<file path="src/rtl/brg_slave_xcel_dispatcher_if.sv">
// Bus bundle between the manycore endpoint, the dispatcher and the accelerator array.
// The slave modport is the dispatcher's view; master is the endpoint/xcel side.
interface brg_slave_xcel_dispatcher_if #(
  parameter int unsigned num_xcel_p   = 4,
  parameter int unsigned addr_width_p = 32,
  parameter int unsigned data_width_p = 32
);
  logic                               in_v_i;
  logic [addr_width_p-1:0]            in_addr_i;
  logic [data_width_p-1:0]            in_data_i;
  logic [data_width_p/8-1:0]          in_mask_i;
  logic                               in_we_i;
  logic                               in_yumi_o;
  logic                               returning_v_o;
  logic [data_width_p-1:0]            returning_data_o;
  logic [num_xcel_p-1:0]              xcel_v_o;
  logic [addr_width_p-1:0]            xcel_addr_o;
  logic [data_width_p-1:0]            xcel_data_o;
  logic [data_width_p/8-1:0]          xcel_mask_o;
  logic                               xcel_we_o;
  logic [num_xcel_p-1:0]              xcel_yumi_i;
  logic [num_xcel_p-1:0]              xcel_ret_v_i;
  logic [num_xcel_p*data_width_p-1:0] xcel_ret_data_i;

  modport slave (
    input  in_v_i, in_addr_i, in_data_i, in_mask_i, in_we_i,
           xcel_yumi_i, xcel_ret_v_i, xcel_ret_data_i,
    output in_yumi_o, returning_v_o, returning_data_o,
           xcel_v_o, xcel_addr_o, xcel_data_o, xcel_mask_o, xcel_we_o
  );

  modport master (
    output in_v_i, in_addr_i, in_data_i, in_mask_i, in_we_i,
           xcel_yumi_i, xcel_ret_v_i, xcel_ret_data_i,
    input  in_yumi_o, returning_v_o, returning_data_o,
           xcel_v_o, xcel_addr_o, xcel_data_o, xcel_mask_o, xcel_we_o
  );
endinterface

</file>
<file path="src/rtl/brg_slave_xcel_dispatcher.sv">
// Shares one endpoint slave port among num_xcel_p accelerators: one request in flight,
// address-field select, per-request timeout, error response for unmapped/timed-out requests.
module brg_slave_xcel_dispatcher #(
  parameter int unsigned num_xcel_p   = 4,
  parameter int unsigned addr_width_p = 32,
  parameter int unsigned data_width_p = 32,
  parameter int unsigned sel_lsb_p    = 10,
  parameter int unsigned sel_width_p  = 2,
  parameter int unsigned timeout_p    = 1024,
  parameter logic [data_width_p-1:0] err_data_p = 32'hDEADBEEF
) (
  input  logic clk_i,
  input  logic reset_n_i,
  brg_slave_xcel_dispatcher_if.slave bus,
  output logic busy_o,
  output logic err_o
);

  localparam int unsigned mask_width_lp = data_width_p / 8;
  localparam int unsigned ctr_width_lp  = $clog2(timeout_p + 1);
  localparam logic [ctr_width_lp-1:0] ctr_last_lp = ctr_width_lp'(timeout_p - 1);
  localparam logic [sel_width_p:0]    sel_lim_lp  = (sel_width_p + 1)'(num_xcel_p);

  typedef enum logic [2:0] {
    S_IDLE,
    S_ISSUE,
    S_WAIT,
    S_ACK,
    S_RET
  } state_e;

  state_e                      r_state;
  logic [sel_width_p-1:0]      r_sel;
  logic [ctr_width_lp-1:0]     r_ctr;
  logic [data_width_p-1:0]     r_resp;
  logic [num_xcel_p-1:0]       r_xcel_v;
  logic [addr_width_p-1:0]     r_addr;
  logic [data_width_p-1:0]     r_data;
  logic [mask_width_lp-1:0]    r_mask;
  logic                        r_we;
  logic                        r_yumi;
  logic                        r_ret_v;
  logic                        r_busy;
  logic                        r_err;

  logic [sel_width_p-1:0]      w_in_sel;
  logic                        w_in_mapped;
  logic [num_xcel_p-1:0]       w_in_onehot;
  logic                        w_sel_yumi;
  logic                        w_sel_ret;
  logic [data_width_p-1:0]     w_sel_data;
  logic                        w_done;
  logic                        w_expire;

  assign w_in_sel    = bus.in_addr_i[sel_lsb_p +: sel_width_p];
  assign w_in_mapped = ({1'b0, w_in_sel} < sel_lim_lp);

  // Only the latched target's handshake is observed; every other xcel is ignored.
  always_comb begin
    w_in_onehot = '0;
    w_sel_yumi  = 1'b0;
    w_sel_ret   = 1'b0;
    w_sel_data  = '0;
    for (int unsigned i = 0; i < num_xcel_p; i++) begin
      if (i == 32'(w_in_sel)) w_in_onehot[i] = 1'b1;
      if (i == 32'(r_sel)) begin
        w_sel_yumi = bus.xcel_yumi_i[i];
        w_sel_ret  = bus.xcel_ret_v_i[i];
        w_sel_data = bus.xcel_ret_data_i[i*data_width_p +: data_width_p];
      end
    end
  end

  assign w_done   = ((r_state == S_ISSUE) && w_sel_yumi && w_sel_ret) ||
                    ((r_state == S_WAIT) && w_sel_ret);
  assign w_expire = (r_ctr == ctr_last_lp);

  always_ff @(posedge clk_i or negedge reset_n_i) begin
    if (!reset_n_i) begin
      r_state  <= S_IDLE;
      r_sel    <= '0;
      r_ctr    <= '0;
      r_resp   <= '0;
      r_xcel_v <= '0;
      r_addr   <= '0;
      r_data   <= '0;
      r_mask   <= '0;
      r_we     <= 1'b0;
      r_yumi   <= 1'b0;
      r_ret_v  <= 1'b0;
      r_busy   <= 1'b0;
      r_err    <= 1'b0;
    end else begin
      r_yumi  <= 1'b0;
      r_ret_v <= 1'b0;
      case (r_state)
        S_IDLE: begin
          if (bus.in_v_i) begin
            r_addr <= bus.in_addr_i;
            r_data <= bus.in_data_i;
            r_mask <= bus.in_mask_i;
            r_we   <= bus.in_we_i;
            r_sel  <= w_in_sel;
            r_busy <= 1'b1;
            if (w_in_mapped) begin
              r_state  <= S_ISSUE;
              r_ctr    <= '0;
              r_xcel_v <= w_in_onehot;
            end else begin
              r_state <= S_ACK;
              r_resp  <= err_data_p;
              r_err   <= 1'b1;
              r_yumi  <= 1'b1;
            end
          end
        end
        S_ISSUE, S_WAIT: begin
          // Completion wins over expiry when both land on the final counted cycle.
          r_ctr <= r_ctr + 1'b1;
          if (w_done) begin
            r_state  <= S_ACK;
            r_resp   <= w_sel_data;
            r_yumi   <= 1'b1;
            r_xcel_v <= '0;
          end else if (w_expire) begin
            r_state  <= S_ACK;
            r_resp   <= err_data_p;
            r_err    <= 1'b1;
            r_yumi   <= 1'b1;
            r_xcel_v <= '0;
          end else if ((r_state == S_ISSUE) && w_sel_yumi) begin
            r_state  <= S_WAIT;
            r_xcel_v <= '0;
          end
        end
        S_ACK: begin
          r_state <= S_RET;
          r_ret_v <= 1'b1;
        end
        S_RET: begin
          r_state <= S_IDLE;
          r_busy  <= 1'b0;
        end
        default: begin
          r_state  <= S_IDLE;
          r_xcel_v <= '0;
          r_busy   <= 1'b0;
        end
      endcase
    end
  end

  assign bus.in_yumi_o        = r_yumi;
  assign bus.returning_v_o    = r_ret_v;
  assign bus.returning_data_o = r_resp;
  assign bus.xcel_v_o         = r_xcel_v;
  assign bus.xcel_addr_o      = r_addr;
  assign bus.xcel_data_o      = r_data;
  assign bus.xcel_mask_o      = r_mask;
  assign bus.xcel_we_o        = r_we;
  assign busy_o               = r_busy;
  assign err_o                = r_err;

endmodule

</file>
<file path="src/flat_wrapper.sv">
// flat-port wrapper written by rule: the top's interface ports become plain ports
module brg_slave_xcel_dispatcher_flat 
#(
  parameter int unsigned num_xcel_p   = 4,
  parameter int unsigned addr_width_p = 32,
  parameter int unsigned data_width_p = 32,
  parameter int unsigned sel_lsb_p    = 10,
  parameter int unsigned sel_width_p  = 2,
  parameter int unsigned timeout_p    = 1024,
  parameter logic [data_width_p-1:0] err_data_p = 32'hDEADBEEF
)
  (clk_i, reset_n_i, busy_o, err_o, bus_in_v_i, bus_in_addr_i, bus_in_data_i, bus_in_mask_i, bus_in_we_i, bus_xcel_yumi_i, bus_xcel_ret_v_i, bus_xcel_ret_data_i, bus_in_yumi_o, bus_returning_v_o, bus_returning_data_o, bus_xcel_v_o, bus_xcel_addr_o, bus_xcel_data_o, bus_xcel_mask_o, bus_xcel_we_o);
  brg_slave_xcel_dispatcher_if #(.num_xcel_p(num_xcel_p), .addr_width_p(addr_width_p), .data_width_p(data_width_p)) bus_i ();
  input  logic clk_i;
  input  logic reset_n_i;
  output logic busy_o;
  output logic err_o;
  input wire logic [$bits(bus_i.in_v_i)-1:0] bus_in_v_i;
  input wire logic [$bits(bus_i.in_addr_i)-1:0] bus_in_addr_i;
  input wire logic [$bits(bus_i.in_data_i)-1:0] bus_in_data_i;
  input wire logic [$bits(bus_i.in_mask_i)-1:0] bus_in_mask_i;
  input wire logic [$bits(bus_i.in_we_i)-1:0] bus_in_we_i;
  input wire logic [$bits(bus_i.xcel_yumi_i)-1:0] bus_xcel_yumi_i;
  input wire logic [$bits(bus_i.xcel_ret_v_i)-1:0] bus_xcel_ret_v_i;
  input wire logic [$bits(bus_i.xcel_ret_data_i)-1:0] bus_xcel_ret_data_i;
  output wire logic [$bits(bus_i.in_yumi_o)-1:0] bus_in_yumi_o;
  output wire logic [$bits(bus_i.returning_v_o)-1:0] bus_returning_v_o;
  output wire logic [$bits(bus_i.returning_data_o)-1:0] bus_returning_data_o;
  output wire logic [$bits(bus_i.xcel_v_o)-1:0] bus_xcel_v_o;
  output wire logic [$bits(bus_i.xcel_addr_o)-1:0] bus_xcel_addr_o;
  output wire logic [$bits(bus_i.xcel_data_o)-1:0] bus_xcel_data_o;
  output wire logic [$bits(bus_i.xcel_mask_o)-1:0] bus_xcel_mask_o;
  output wire logic [$bits(bus_i.xcel_we_o)-1:0] bus_xcel_we_o;
  assign bus_i.in_v_i = bus_in_v_i;
  assign bus_i.in_addr_i = bus_in_addr_i;
  assign bus_i.in_data_i = bus_in_data_i;
  assign bus_i.in_mask_i = bus_in_mask_i;
  assign bus_i.in_we_i = bus_in_we_i;
  assign bus_i.xcel_yumi_i = bus_xcel_yumi_i;
  assign bus_i.xcel_ret_v_i = bus_xcel_ret_v_i;
  assign bus_i.xcel_ret_data_i = bus_xcel_ret_data_i;
  assign bus_in_yumi_o = bus_i.in_yumi_o;
  assign bus_returning_v_o = bus_i.returning_v_o;
  assign bus_returning_data_o = bus_i.returning_data_o;
  assign bus_xcel_v_o = bus_i.xcel_v_o;
  assign bus_xcel_addr_o = bus_i.xcel_addr_o;
  assign bus_xcel_data_o = bus_i.xcel_data_o;
  assign bus_xcel_mask_o = bus_i.xcel_mask_o;
  assign bus_xcel_we_o = bus_i.xcel_we_o;
  brg_slave_xcel_dispatcher #(.num_xcel_p(num_xcel_p), .addr_width_p(addr_width_p), .data_width_p(data_width_p), .sel_lsb_p(sel_lsb_p), .sel_width_p(sel_width_p), .timeout_p(timeout_p), .err_data_p(err_data_p)) u_core (.clk_i(clk_i), .reset_n_i(reset_n_i), .bus(bus_i), .busy_o(busy_o), .err_o(err_o));
endmodule
</file>
<file path="config.mk">
export PLATFORM = sky130hd
export DESIGN_NAME = brg_slave_xcel_dispatcher_flat
export DESIGN_NICKNAME = d
export VERILOG_FILES = /design/src/rtl/brg_slave_xcel_dispatcher_if.sv /design/src/rtl/brg_slave_xcel_dispatcher.sv /design/src/flat_wrapper.sv
export SDC_FILE = /design/constraint.sdc
export NUM_CORES = 1
export LEC_CHECK = 0
export ABC_AREA = 1
export BUFFER_PORTS_ARGS = -buffer_cell sky130_fd_sc_hd__buf_2
export CAP_MARGIN = 30
export CORE_AREA = 2 2 123 125
export DETAILED_ROUTE_END_ITERATION = 10
export DIE_AREA = 0 0 125 127
export PLACE_DENSITY = 0.74
export SKIP_LAST_GASP = 1
export SLEW_MARGIN = 40
export SYNTH_ARGS = -nofsm -noshare
export SYNTH_HDL_FRONTEND = slang
export SYNTH_SLANG_ARGS = --single-unit
</file>
<file path="constraint.sdc">
create_clock -name clk_i -period 2.1 [get_ports clk_i]
set_input_delay 0.315 -clock clk_i [delete_from_list [all_inputs] [get_ports clk_i]]
set_output_delay 0.315 -clock clk_i [all_outputs]
set_load 0.1 [all_outputs]
</file>
# == Word level (Yosys, flattened, before mapping) ==
# Index checks and enable logic that the tools add are counted.
# totals
reg_bits,125
# op_classes
mux,36
n_reduce_logical,19
n_bitwise,3
add_sub_neg,1
eq_ne,13
# op_table
operator,count
$mux W32,6
$pmux W11 S2,1
$mux W1,17
$mux W4,4
$mux W3,4
$pmux W4 S3,1
$add A11 B1 Y11 const B,1
$eq A11 B10 Y1 const B,1
$mux W11,1
$reduce_and A2 Y1,5
$pmux W3 S3,1
$eq A2 B2 Y1 const A,4
$eq A3 B2 Y1 const B,2
$reduce_and A3 Y1,2
$eq A1 B2 Y1 const A,2
$logic_not A2 Y1,2
$ne A4 B1 Y1 const B,1
$reduce_bool A2 Y1,2
$reduce_or A2 Y1,2
$eq A3 B1 Y1 const B,1
$eq A3 B3 Y1 const B,1
$logic_and A1 B1 Y1,3
$logic_not A3 Y1,1
$not A1 Y1,3
4 further kinds,4

# == Longest topological paths before layout ==
# Gate-level depths: netlist of run 1.
# logic_depth
word_depth,10
ltp_mapped,12
depth_no_buf,11

# == Worst setup path before layout of run 1 ==
# OpenSTA, ideal clock, no wires.
# synth_timing
path_kind,reg2reg
from,register u_core.r_sel[0]
to,"register u_core.r_resp[30], in the netlist u_core.bus.returning_data_o[30]"
setup_ps,120
period_less_slack_ps,2184
setup_slack_ps,-84
arrival_ps,2063
stages_incl_launch_ff,12
path_buffers,3
path_cell_list,dfrtp_1 buf_6 nand2_2 buf_6 inv_2 nand2_1 nand2_1 nand2_4 inv_2 buf_6 nand3_1 o21a_1
# synth_between
elab_chain_len,10
word_cells_on_any_way,23
# synth_lines
item,line,source
start: declaration,brg_slave_xcel_dispatcher.sv:33,logic [sel_width_p-1:0] r_sel;
start signal: assignment,brg_slave_xcel_dispatcher.sv:103,r_sel <= w_in_sel;
$logic_not A2 Y1,brg_slave_xcel_dispatcher.sv:66,if (i == 32'(r_sel)) begin
$mux W1 (4 in a row),brg_slave_xcel_dispatcher.sv:66,
$logic_and A1 B1 Y1 (2 in a row),brg_slave_xcel_dispatcher.sv:74,assign w_done = ((r_state == S_ISSUE) && w_sel_yumi && w_sel_ret) ||
$logic_or A1 B1 Y1,brg_slave_xcel_dispatcher.sv:74,
$reduce_bool A2 Y1 (no source line),--,
$reduce_and A2 Y1 (no source line),--,
end signal: assignment,brg_slave_xcel_dispatcher.sv:111,r_resp <= err_data_p;
end signal: assignment,brg_slave_xcel_dispatcher.sv:122,r_resp <= w_sel_data;
end signal: assignment,brg_slave_xcel_dispatcher.sv:127,r_resp <= err_data_p;
end: declaration,brg_slave_xcel_dispatcher.sv:35,logic [data_width_p-1:0] r_resp;
# Several ways; a longest one is shown, not always the timed one.
# A chain may end at the register's enable or synchronous reset.

# == Worst setup path after layout of run 1 ==
# layout_timing
from,register u_core.r_ctr[0]
to,"register u_core.r_resp[20], in the netlist u_core.bus.returning_data_o[20]"
# layout_between
elab_chain_len,3
# layout_lines
item,line,source
start: declaration,brg_slave_xcel_dispatcher.sv:34,logic [ctr_width_lp-1:0] r_ctr;
start signal: assignment,brg_slave_xcel_dispatcher.sv:119,r_ctr <= r_ctr + 1'b1;
$eq A11 B10 Y1,brg_slave_xcel_dispatcher.sv:76,assign w_expire = (r_ctr == ctr_last_lp);
$reduce_bool A2 Y1 (no source line),--,
$reduce_and A2 Y1 (no source line),--,
# No other way between the ends.

==> results by group, run 1 <==
Finish
  • Most common cell after layout, fill and taps aside: nand2_1
  • Post-route insts no fill: 1230
  • Layout Nets: around 1200
  • Most frequent cells in the layout: nand2_1 (333), buf_2 (315), dfrtp_1 (121)
  • Util after Layout: 56.28%
  • P&R area growth vs syn: 42.34%
  • Share of layout cells above drive strength 1: 37.01%

Critical path
  • Setup CP Type: reg2reg
  • CP required: between 2 and 2.5 ns
  • Worst reg2reg setup slack: 0.28 ns
  • Worst Path Arrival: 2.13 ns
  • CP max FO: 26
  • CP startpoint kind: flip-flop
  • Worst-case reg-to-reg path depth: 10
  • CP endpoint kind: flip-flop
  • R2r endpoint: u_core.bus.returning_data_o[20]
  • Worst r2r src: u_core.r_ctr[0]

Timing
  • Slew @ Worst Pin: 0.5750 ns
  • Final Max Tran Viols: 0
  • Final Hold Vio Count: 0
  • Fmax: 549.0 MHz
  • Unrepaired setup endpoints after global routing: false
  • Headroom to the max-slew limit: between 60 and 70%
  • Final setup viols: 0
  • Setup TNS: 0 ns
  • Tcrit/Tclk final: between 80% and 90%
  • Min Clock Period, post-route: 1.821 ns
  • Final Skew: 0.01226 ns
  • Setup ws final: 0.2786 ns

Clocking
  • Clk sinks: 123
  • Setup Buffers After CTS: 0
  • Worst-path clk slew: ~0.06 ns
  • CTS tree: done
  • Clock Latency Late Sink: 0.41 ns
  • Hold Buf Count CTS: 1
  • Root buffer cell: clkbuf_16
  • Clock Path Buffers: 2
  • Cts bufs inserted: 17
  • CTS resizes: 0
  • H-tree levels: 4

Drt
  • DR iter-0 viols: 301
  • First-pass DRT Iterations: 4
  • DR WL/cell: 15.47 um
  • Antenna-violating nets left: 0
  • Via count: 5931
  • Via/cell ratio: 4.822
  • Residual DRC: 0
  • WL final: between 15000 and 20000 um

Global routing
  • Total gr overflow: 0
  • First-pass GRT wire length: 29750 um
  • Antenna violations before repair: 3
  • Total routing usage reported by global routing: 23.83%
  • Largest net degree at the start of global routing: 60
  • Number of global-route vias before repair: 5758

Yosys
  • #FFs+latches synth: 123
  • Post-Syn Area: approximately 5700 sq um
  • Area leader, netlist: dfrtp_1
  • Synth Warn #: 0
  • Seq/Total Area, Yosys: 53.97%
  • Post-Synthesis Net Count: a little over 900
  • Synth unique cells: 28
  • Yosys top cell area share: 53.97%
  • Synth Instances: between 700 and 800
  • Largest cells by area after synthesis: dfrtp_1 (54%), nand2_1 (22%), nand3_1 (3.6%)
  • Synthesized area per cell: 7.999 sq um

Worst hold path
  • Hold crit path type: in2reg
  • Hold Path Depth: 3
  • Min-Delay Endpoint: u_core.bus.xcel_addr_o[0]
  • Hold wc startpoint: bus_in_addr_i[0]

Die
  • # rows: 44
  • Die ar.: 15880 sq um
  • Initial Util: 39.54%
  • Boundary Pins: 317
  • Core area: roughly 14000 sq um
  • Die X: 125 um
  • Die Ht: 127 um

Place
  • Detailed Place HPWL: 14290 um
  • Port-buffer cells: 316
  • Placer Congestion: a little over 0.9
  • Post-Place Worst Slack: 0.2743 ns
  • Placed Cells incl. Taps: 1194

Status
  • Status: finished, final reports clean

Run
  • MaxCap Viol Count: 0
cells by family (layout without fill, tap and decap cells):
family	Yosys count	count (layout)	synth area share (%)
AND/OR/NAND/NOR	431	431	30.82
flip-flops	123	123	53.97
AO/OA/AOI/OAI	93	93	9.851
buffers and inverters	64	394	4.980
adder cells (fa/ha/maj)	1	1	0.2194
XOR/XNOR	1	1	0.1536
other	0	3	0
worst max-delay path: stages, from the launching register on:
cell,delay [ns]
dfrtp_1,0.38
ha_1,0.30
nand2_1,0.08
nor2_1,0.10
nand3_1,0.11
nor2_1,0.13
inv_2,0.08
nand2_4,0.26
inv_2,0.14
nand2_1,0.10
nand2_1,0.05
cell usage after synthesis (all sizes together):
library cell / instances
and3: 1
nor2: 35
clkbuf: 20
nand2: 338
nand3b: 1
nand3: 42
o21ai: 29
dfrtp: 123
a221oi: 19
inv: 30
buf: 14
o22ai: 8
a21oi: 31
xor2: 1
o21bai: 1
ha: 1
nor3: 5
o21a: 5
nand4: 9
worst max-delay path by stage:
stage                    startpoint                              end  slack, ns  depth (start not counted)
floorplan           u_core.r_sel[0]  u_core.bus.returning_data_o[30]       0.22                         11
global placement    u_core.r_ctr[0]  u_core.bus.returning_data_o[24]       0.36                         10
detailed placement  u_core.r_ctr[0]  u_core.bus.returning_data_o[20]       0.27                         10
CTS                 u_core.r_ctr[0]  u_core.bus.returning_data_o[20]       0.28                         10
global route        u_core.r_ctr[0]   u_core.bus.returning_data_o[4]       0.05                         10
finish              u_core.r_ctr[0]  u_core.bus.returning_data_o[20]       0.28                         10
per-stage QoR:
step	instance area [sq um]	hold slack (ns)
after floorplan	5705	0.01941
after global placement	7498	0.3004
after detailed placement	7498	0.3020
after CTS	8110	0.07677
after global routing	8118	0.08208
final	8118	0.09253
registers in the layout, summed over array words and instances (netlist names):
signal and flops:
u_core.r_state 3, u_core.bus.xcel_v_o 4, u_core.bus.xcel_addr_o 31, u_core.bus.xcel_data_o 32, u_core.err_o 1, u_core.bus.returning_data_o 32
u_core.busy_o 1, u_core.r_ctr 11, u_core.bus.xcel_we_o 1, u_core.bus.xcel_mask_o 4, u_core.bus.returning_v_o 1, u_core.bus.in_yumi_o 1
u_core.r_sel 1
cell type report:
type	count	area, sq um
antenna	3	7.507
clock buffer	18	429.2
clock inverter	14	172.7
fill	1360	6306
inverter	30	112.6
multi-input combinational	526	2341
sequential	123	3080
tap	184	230.2
timing repair buffer	332	1744
routing by layer:
| metal | track usage, % | part of all wire [%] | up-vias |
|---|---|---|---|
| met2 | 40.57 | 50 | 270 |
| met1 | 28.91 | 40 | 2692 |
| met5 | 0 | 0 | - |
| met3 | 7.245 | 8.0 | 20 |
| met4 | 8.366 | 1.7 | 0 |
| li1 | - | - | 2949 |
Power of run 1 is not shown: default switching activity piles up to over one toggle a cycle in this logic, so the estimate is an artifact.
==> inputs of run 2 (changes only) <==
Settings changed: BUFFER_PORTS_ARGS -buffer_cell sky130_fd_sc_hd__buf_2 to -buffer_cell sky130_fd_sc_hd__clkbuf_2.
==> run 2 against run 1 <==
Against the previous run:
- setup slack got worse by 0.052 ns
- fmax fell by 2.8%
- via count grew 1.8%
- critical endpoint is now u_core.bus.returning_data_o[18]
- hold slack improved by 0.0064 ns
- first-iteration DRC count is 15% lower
- final area hardly changed
- non-clock buffer count shrank 1
- final cell count decreased by 0.33%
==> results by group, run 2 (synthesized netlist as in run 1, its figures left out) <==
Clocking
  • Clock Path Buffers: 2 (unchanged)
  • Clock Latency Late Sink: 0.41 ns (about the same)
  • Cts bufs inserted: 17 (unchanged)
  • Root buffer cell: clkbuf_16 (unchanged)
  • H-tree levels: 4 (unchanged)
  • CTS resizes: 0 (unchanged)
  • Worst-path clk slew: 0.06 ns (about the same)
  • Hold Buf Count CTS: 1 (unchanged)
  • Setup Buffers After CTS: 0 (unchanged)
  • Clk sinks: 123 (unchanged)
  • CTS tree: done (unchanged)

Timing
  • Setup ws final: 0.2267 ns (was 0.2786 ns)
  • Tcrit/Tclk final: 89.21% (was 86.73%)
  • Min Clock Period, post-route: 1.873 ns (was 1.821 ns)
  • Final Hold Vio Count: 0 (unchanged)
  • Final Skew: 0.008078 ns (was 0.01226 ns)
  • Unrepaired setup endpoints after global routing: false (unchanged)
  • Slew @ Worst Pin: 0.6172 ns (was 0.5750 ns)
  • Fmax: 533.8 MHz (was 549.0 MHz)
  • Final Max Tran Viols: 0 (unchanged)
  • Final setup viols: 0 (unchanged)
  • Headroom to the max-slew limit: 58.76% (was 61.67%)

Finish
  • Layout fillers: 1413 (was 1360)
  • Area taken by multi-input logic gates: 2346 sq um (was 2341 sq um)
  • Antenna diodes: 0 (was 3)
  • Layout Nets: 1238 (was 1239)
  • Post-route insts no fill: 1226 (was 1230)
  • Most frequent cells in the layout: nand2_1 (333), clkbuf_2 (315), dfrtp_1 (121) (was nand2_1 (333), buf_2 (315), dfrtp_1 (121))
  • Share of layout cells above drive strength 1: 36.85% (was 37.01%)
  • P&R area growth vs syn: 42.37% (was 42.34%)
  • Storage element area: 3080 sq um (unchanged)
  • Most common cell after layout, fill and taps aside: nand2_1 (unchanged)

Critical path
  • R2r endpoint: u_core.bus.returning_data_o[18] (was u_core.bus.returning_data_o[20])
  • Worst-case reg-to-reg path depth: 9 (was 10)
  • Worst reg2reg setup slack: 0.23 ns (was 0.28 ns)
  • CP endpoint kind: flip-flop (unchanged)
  • CP startpoint kind: flip-flop (unchanged)
  • Worst Path Arrival: 2.16 ns (was 2.13 ns)
  • Worst r2r src: u_core.r_sel[0] (was u_core.r_ctr[0])
  • Setup CP Type: reg2reg (unchanged)
  • CP required: 2.38 ns (was 2.41 ns)
  • CP max FO: 19 (was 26)

Die
  • Die X: 125 um (unchanged)
  • Boundary Pins: 317 (unchanged)
  • Die ar.: 15880 sq um (unchanged)
  • Die Ht: 127 um (unchanged)
  • Core area: 14420 sq um (unchanged)
  • Initial Util: 39.54% (unchanged)
  • # rows: 44 (unchanged)

Drt
  • WL met2: 9328 um (was 9476 um)
  • DR WL met3: 1634 um (was 1526 um)
  • First-pass DRT Iterations: 4 (unchanged)
  • Via count: 6040 (was 5931)
  • WL final: 18910 um (was 19030 um)
  • M1 wire length: 7361 um (was 7700 um)
  • Highest metal used: met4 (unchanged)
  • DR WL/cell: 15.43 um (was 15.47 um)
  • Via/cell ratio: 4.927 (was 4.822)
  • Antenna-violating nets left: 0 (unchanged)
  • DR iter-0 viols: 256 (was 301)
  • Residual DRC: 0 (unchanged)

Place
  • Port-buffer cells: 316 (unchanged)
  • Placed Cells incl. Taps: 1193 (was 1194)
  • Post-Place Worst Slack: 0.2466 ns (was 0.2743 ns)
  • Placer Congestion: 0.9090 (was 0.9162)
  • Detailed Place HPWL: 14420 um (was 14290 um)

Global routing
  • Largest net degree at the start of global routing: 60 (unchanged)
  • Antenna violations before repair: 0 (was 3)
  • Total gr overflow: 0 (unchanged)
  • Total routing usage reported by global routing: 24.09% (was 23.83%)
  • Number of global-route vias before repair: 5886 (was 5758)
  • First-pass GRT wire length: 30210 um (was 29750 um)

Status
  • Status: finished, final reports clean (unchanged)

Worst hold path
  • Hold crit path type: in2reg (unchanged)
  • Min-Delay Endpoint: u_core.bus.xcel_addr_o[15] (was u_core.bus.xcel_addr_o[0])
  • Hold wc startpoint: bus_in_addr_i[15] (was bus_in_addr_i[0])
  • Hold Path Depth: 3 (unchanged)

Run
  • MaxCap Viol Count: 0 (unchanged)
[run 2: changes by cell type in the layout (fill, tap and decap cells not counted), moves of 3 or more]
cell	previous run	this run
buf_2	315	0
clkbuf_2	0	315
diode_2	3	0
clkinv_2	3	0
[run 2: stage by stage]
step                      hold slack, ns  util (%)  TNS, ns  cell area (sq um)
after floorplan                  0.01941         -        0               5705
after global placement            0.3074     51.93  -0.6606               7491
after detailed placement          0.3024     51.97        0               7496
after CTS                        0.08018     56.29        0               8119
after global routing             0.08874     56.29        0               8119
final                            0.09894     56.29        0               8119
[run 2: cell type report]
cell class	instances	area share [%]
clock buffers	20	5.502
clock inverters	12	2.050
inverters	30	1.387
multi-input cells	526	28.90
flip-flops and latches	123	37.94
well taps	184	2.836
repair buffers	331	21.39
[run 2: worst max path at each step]
stage / start / end / slack, ns
global placement: u_core.r_sel[0] / u_core.bus.returning_data_o[8] / -0.09
CTS: u_core.r_sel[0] / u_core.bus.returning_data_o[18] / 0.23
detailed placement: u_core.r_sel[0] / u_core.bus.returning_data_o[25] / 0.25
global route: u_core.bus.xcel_addr_o[11] / u_core.bus.returning_data_o[8] / 0.07
floorplan: u_core.r_sel[0] / u_core.bus.returning_data_o[30] / 0.22
finish: u_core.r_sel[0] / u_core.bus.returning_data_o[18] / 0.23
[run 2: per-layer routing]
| layer | global-route usage (%) | vias to the layer above |
|---|---|---|
| li1 | - | 2945 |
| met1 | 28.72 | 2765 |
| met2 | 40.82 | 294 |
| met3 | 7.035 | 36 |
| met4 | 10.46 | 0 |
| met5 | 0 | - |
[run 2: critical path, stage by stage (launching register included)]
cell and delay (ns):
dfrtp_2 0.48, nand2_2 0.22, nor2_1 0.07, nor2_1 0.13
nand2_1 0.06, nand2_1 0.10, nand2_4 0.08, inv_2 0.29
buf_4 0.24, a21oi_1 0.08
Power of run 2 is left out for the same reason.
